<file path="src/rtl/cpu_run_ctrl.sv">
// Run/halt sequencer and clock-enable generator for the single-cycle MIPS core.
// Single-step support (step_mode port, STEP state) is compiled in with `define CPU_SINGLE_STEP_EN.
module cpu_run_ctrl #(
  parameter int unsigned DIV1  = 1000,
  parameter int unsigned DIV2  = 100000,
  parameter int unsigned DIV3  = 10000000,
  parameter int unsigned CNT_W = 24
) (
  input  logic        clk,
  input  logic        clr_n,
  input  logic        go,
  input  logic [1:0]  hz,
  input  logic        halt_req,
`ifdef CPU_SINGLE_STEP_EN
  input  logic        step_mode,
`endif
  output logic        cpu_ce,
  output logic        clk_N,
  output logic        halted,
  output logic [1:0]  state,
  output logic [31:0] icount
);

  localparam logic [1:0] ST_IDLE = 2'b00;
  localparam logic [1:0] ST_RUN  = 2'b01;
  localparam logic [1:0] ST_HALT = 2'b10;
  localparam logic [1:0] ST_STEP = 2'b11;

  logic             go_s1;
  logic             go_s2;
  logic             go_s3;
  logic             go_pe;
  logic [1:0]       hz_q;
  logic             hz_chg;
  logic [CNT_W-1:0] cnt;
  logic [CNT_W-1:0] cnt_nxt;
  logic [CNT_W-1:0] lim_m1;
  logic             tick;
  logic [1:0]       state_nxt;
  logic             ce_nxt;
  logic             step_sel;

`ifdef CPU_SINGLE_STEP_EN
  assign step_sel = step_mode;
`else
  assign step_sel = 1'b0;
`endif

  // Go button: two-flop synchronizer, then a one-clk rising-edge pulse
  always_ff @(posedge clk or negedge clr_n) begin
    if (!clr_n) begin
      go_s1 <= 1'b0;
      go_s2 <= 1'b0;
      go_s3 <= 1'b0;
    end else begin
      go_s1 <= go;
      go_s2 <= go_s1;
      go_s3 <= go_s2;
    end
  end

  assign go_pe = go_s2 & ~go_s3;

  // Divider terminal count from the registered rate select
  always_comb begin
    lim_m1 = '0;
    case (hz_q)
      2'd0:    lim_m1 = '0;
      2'd1:    lim_m1 = CNT_W'(DIV1 - 1);
      2'd2:    lim_m1 = CNT_W'(DIV2 - 1);
      default: lim_m1 = CNT_W'(DIV3 - 1);
    endcase
  end

  assign hz_chg = (hz != hz_q);
  assign tick   = (cnt == lim_m1) & ~hz_chg;
  assign halted = (state == ST_IDLE) || (state == ST_HALT);

  always_ff @(posedge clk or negedge clr_n) begin
    if (!clr_n) begin
      state <= ST_IDLE;
    end else begin
      state <= state_nxt;
    end
  end

  always_comb begin
    state_nxt = state;
    cnt_nxt   = '0;
    ce_nxt    = 1'b0;
    case (state)
      ST_IDLE, ST_HALT: begin
        if (go_pe) begin
          state_nxt = step_sel ? ST_STEP : ST_RUN;
          ce_nxt    = step_sel;
        end
      end
      ST_RUN: begin
        // The halting instruction retires this cycle; a coincident go_pe is dropped
        if (cpu_ce && halt_req) begin
          state_nxt = ST_HALT;
        end else begin
          ce_nxt  = tick;
          cnt_nxt = (tick || hz_chg) ? '0 : cnt + CNT_W'(1);
        end
      end
      ST_STEP: begin
        state_nxt = ST_HALT;
      end
    endcase
  end

  // Divider, rate register and retired-instruction bookkeeping
  always_ff @(posedge clk or negedge clr_n) begin
    if (!clr_n) begin
      cnt    <= '0;
      hz_q   <= 2'b00;
      cpu_ce <= 1'b0;
      clk_N  <= 1'b0;
      icount <= 32'd0;
    end else begin
      cnt    <= cnt_nxt;
      hz_q   <= hz;
      cpu_ce <= ce_nxt;
      if (cpu_ce) begin
        clk_N  <= ~clk_N;
        icount <= icount + 32'd1;
      end
    end
  end

endmodule

</file>
<file path="config.mk">
export PLATFORM = sky130hd
export DESIGN_NAME = cpu_run_ctrl
export DESIGN_NICKNAME = d
export VERILOG_FILES = /design/src/rtl/cpu_run_ctrl.sv
export SDC_FILE = /design/constraint.sdc
export NUM_CORES = 1
export LEC_CHECK = 0
export ABC_CLOCK_PERIOD_IN_PS = 2330
export BUFFER_PORTS_ARGS = -buffer_cell sky130_fd_sc_hd__buf_2
export CAP_MARGIN = 20
export CORE_MARGIN = 1.5
export CORE_UTILIZATION = 51
export DETAILED_ROUTE_END_ITERATION = 6
export PLACE_DENSITY_LB_ADDON = 0.3
export SYNTH_ARGS = -nofsm -noshare
export SYNTH_HDL_FRONTEND = slang
export SYNTH_SLANG_ARGS = --single-unit
</file>
<file path="constraint.sdc">
create_clock -name clk -period 2.33 [get_ports clk]
set_clock_uncertainty 0.1 [all_clocks]
set_input_delay 0.1165 -clock clk [delete_from_list [all_inputs] [get_ports clk]]
set_output_delay 0.1165 -clock clk [all_outputs]
set_load 0.01 [all_outputs]
</file>
==> results.md <==
* Status: complete, no violations
* Die Area at approximately 6500 µm²
* Max_cap viols at 0
* WS Path Type: flop to flop
* Die Y at 80.8 µm
* Routed Antenna Nets at 0
* # DRC at 0
* Sw Ratio at between 20 and 25%
* Pin count of the biggest net entering global routing at 35
* Synth-to-layout area growth at 22.2%
* Share of post-route cells with drive strength above 1 at roughly 25%
* Fmax at around 450 MHz
* Nets at 357
* Port bufs at 42
* Clk Tree Root Cell: clkbuf_8
* Slew Viols, Final at 0
* Crit path time final at between 2000 and 2500 ps
* CP endpoint kind: flop
* Vias at about 2200
* Clock sinks at 65
* Ant. Diodes at 0
* CTS max path bufs at 2
* Vias per cell at 5.21
* Max_slew headroom at between 50% and 60%
* DR WL/cell at about 14 µm
* Cell count after synthesis at between 200 and 300
* Final setup viols at 0
* Hold Crit Class: flop to flop
* Initial Utilization at 52.4%
* Hold Startpoint: go_s1
* Critical Path Source: hz_q[0]
* R2R Path Start: hz_q[0]
* Number of placed I/O pins at 43
* Pleak at 1.78 nW
* First-pass GRT wire length at slightly below 10 mm
* RSZ-0062 raised after global routing: no
* DP Wirelength at between 4 and 5 mm
* Cell Pwr Density at a little under 700 nW/µm²
* Synthesis warning total at 0
* WHS at roughly 270 ps
* CP required at around 2500 ps
* Hold Fails Final Rpt at 0
* Postcts setup bufs at 0
* Setup TNS at 0 ps
* Initial antenna violation count at 0
* Post-Route WL at 5.81 mm
* Routability Congestion at ~0.8
* Unique masters post-synth at 38
* FP Rows at 28
* Mean area per synthesized cell at 11.0 µm²
* Number of synthesized flops with an enable pin at 0
* Net count after synthesis at 293
* Peak fanout along the critical path at 7
* CP arrival at roughly 2300 ps
* Internal power at slightly below 2 mW
* Sw power at 570 µW
* Vias in the first global route at ~2100
* Clk network pwr share at between 40 and 50%
* Total GRT Usage at between 15 and 20%
* Detailed Route Iter0 Violations at 86
* TritonCTS clock tree: yes
* FFs w/ async S/R, synth at 100%
* Syn Std Cell Area at 3090 µm²
* Core area at 5890 µm²
* Worst vdd ir at ~0.47 mV
* Worst-skew pair later-pin latency at 330 ps
* Worst-Margin Slew at 749 ps
* Power share of the combinational group at around 7.1%
* Final Cycle Share at approximately 95%
* First-pass iteration count of the detailed router at 4
* Register area share after synthesis at 52.7%
* CTS Buf Count at 9
* H-tree depth at 3
* Clk slew on worst S/H paths at around 80 ps
* Power share of the sequential group at roughly 46%
* Horiz. Die Dim at 80.8 µm
* Global route overflow at 0
* Top_reg_cell synth: dfrtp_1
* Register bit total from synthesis at 65
* Startpoint types: flop
==> layer usage <==
metal / up-vias / share of wire, % / GRT usage, %
met2: 47 / 47 / 31.4
met1: 1057 / 47 / 26.1
met5: - / 0 / 0
met4: 0 / 2.0 / 10.2
met3: 12 / 3.6 / 3.93
li1: 1097 / - / -
==> final cells by class <==
type	instances	area (µm²)
inverters	6	22.5
clock inverters	6	115
well taps	75	93.8
clock buffers	10	138
flip-flops and latches	65	1630
repair buffers	58	368
multi-input cells	205	1410
fillers	482	2110
==> critical path: stages, from the launching register on <==
cell	delay (ps)
dfrtp_1	440
ha_1	240
or4_1	480
a22oi_2	240
nand4_2	150
o21ai_4	210
buf_4	180
nor2_1	60
==> metrics by stage <==
stage               util (%)  cells  total power [mW]  worst slack [ps]  cell area [µm²]
CTS                     63.9    425              2.57              12.8             3760
finish                  64.1    425              2.54               125             3770
global route            64.1    425              2.64              24.7             3770
floorplan                  -    281              1.29              90.5             3090
global placement        58.8    404              1.36               126             3460
detailed placement      58.8    404              1.37              24.9             3460
==> cells by family after synthesis <==
logic type                 Yosys count  synth area share, %
and+or+nand+nor                    129                 23.0
DFF                                 65                 52.7
xor gates and xnor gates            59                 16.7
buffers and inverters               11                 1.95
AOI/OAI and AO/OA                   10                 2.80
adders and majority gates            6                 2.43
muxes                                1                0.365
==> sequential cells by signal, indices dropped and copies added, names as in the netlist <==
name	cells
go_s1	1
icount	32
go_s2	1
cpu_ce	1
state	2
go_s3	1
cnt	24
hz_q	2
clk_N	1
==> synth_stat cells, types with 3 or more instances <==
cell,n,area (µm²)
ha_1,6,75.1
nor2_1,23,86.3
nand3_1,24,120
nand4_1,16,100
nand2_1,24,90.1
inv_1,6,22.5
nor2_2,10,62.6
xor2_1,22,193
and3_1,6,37.5
nor3_1,3,15.0
and4_1,5,43.8
xnor2_1,37,324
dfrtp_1,65,1630
==> power by group through the flow <==
stage | Clock [mW] | Combinational [mW] | Sequential (mW)
floorplan | 0 | 0.0915 | 1.19
global placement | 0 | 0.172 | 1.19
detailed placement | 0 | 0.177 | 1.19
CTS | 1.21 | 0.184 | 1.17
global route | 1.26 | 0.203 | 1.18
finish | 1.19 | 0.181 | 1.17
==> path summary, 6_finish.rpt <==
path	slack [ps]	to	depth (start not counted)
worst min register to register	270	go_s2	0
worst max-delay path	120	cnt[5]	7
max in group asynchronous	1220	cnt[13]	3
worst max register to register	120	cnt[5]	7
worst min-delay path	270	go_s2	0
min in group asynchronous	280	icount[18]	2
==> cell usage in the layout (no fill, tap or decap), types with 9 or more instances in the layout <==
cell	netlist	final
dfrtp_1	65	65
buf_2	2	42
xnor2_1	37	37
nand2_1	24	24
nand3_1	24	24
nor2_1	23	23
xor2_1	22	22
nand4_1	16	16
nor2_2	10	10
clkbuf_8	0	10
buf_4	0	9
==> repair_timing <==
item / in CTS / in global routing
gates resized for setup: 0 / 1
endpoints found under the hold margin: 35 / 0
endpoints found under the setup margin: 0 / 17
hold buffers: 5 / 0
Power figures use the tool's default switching activity.
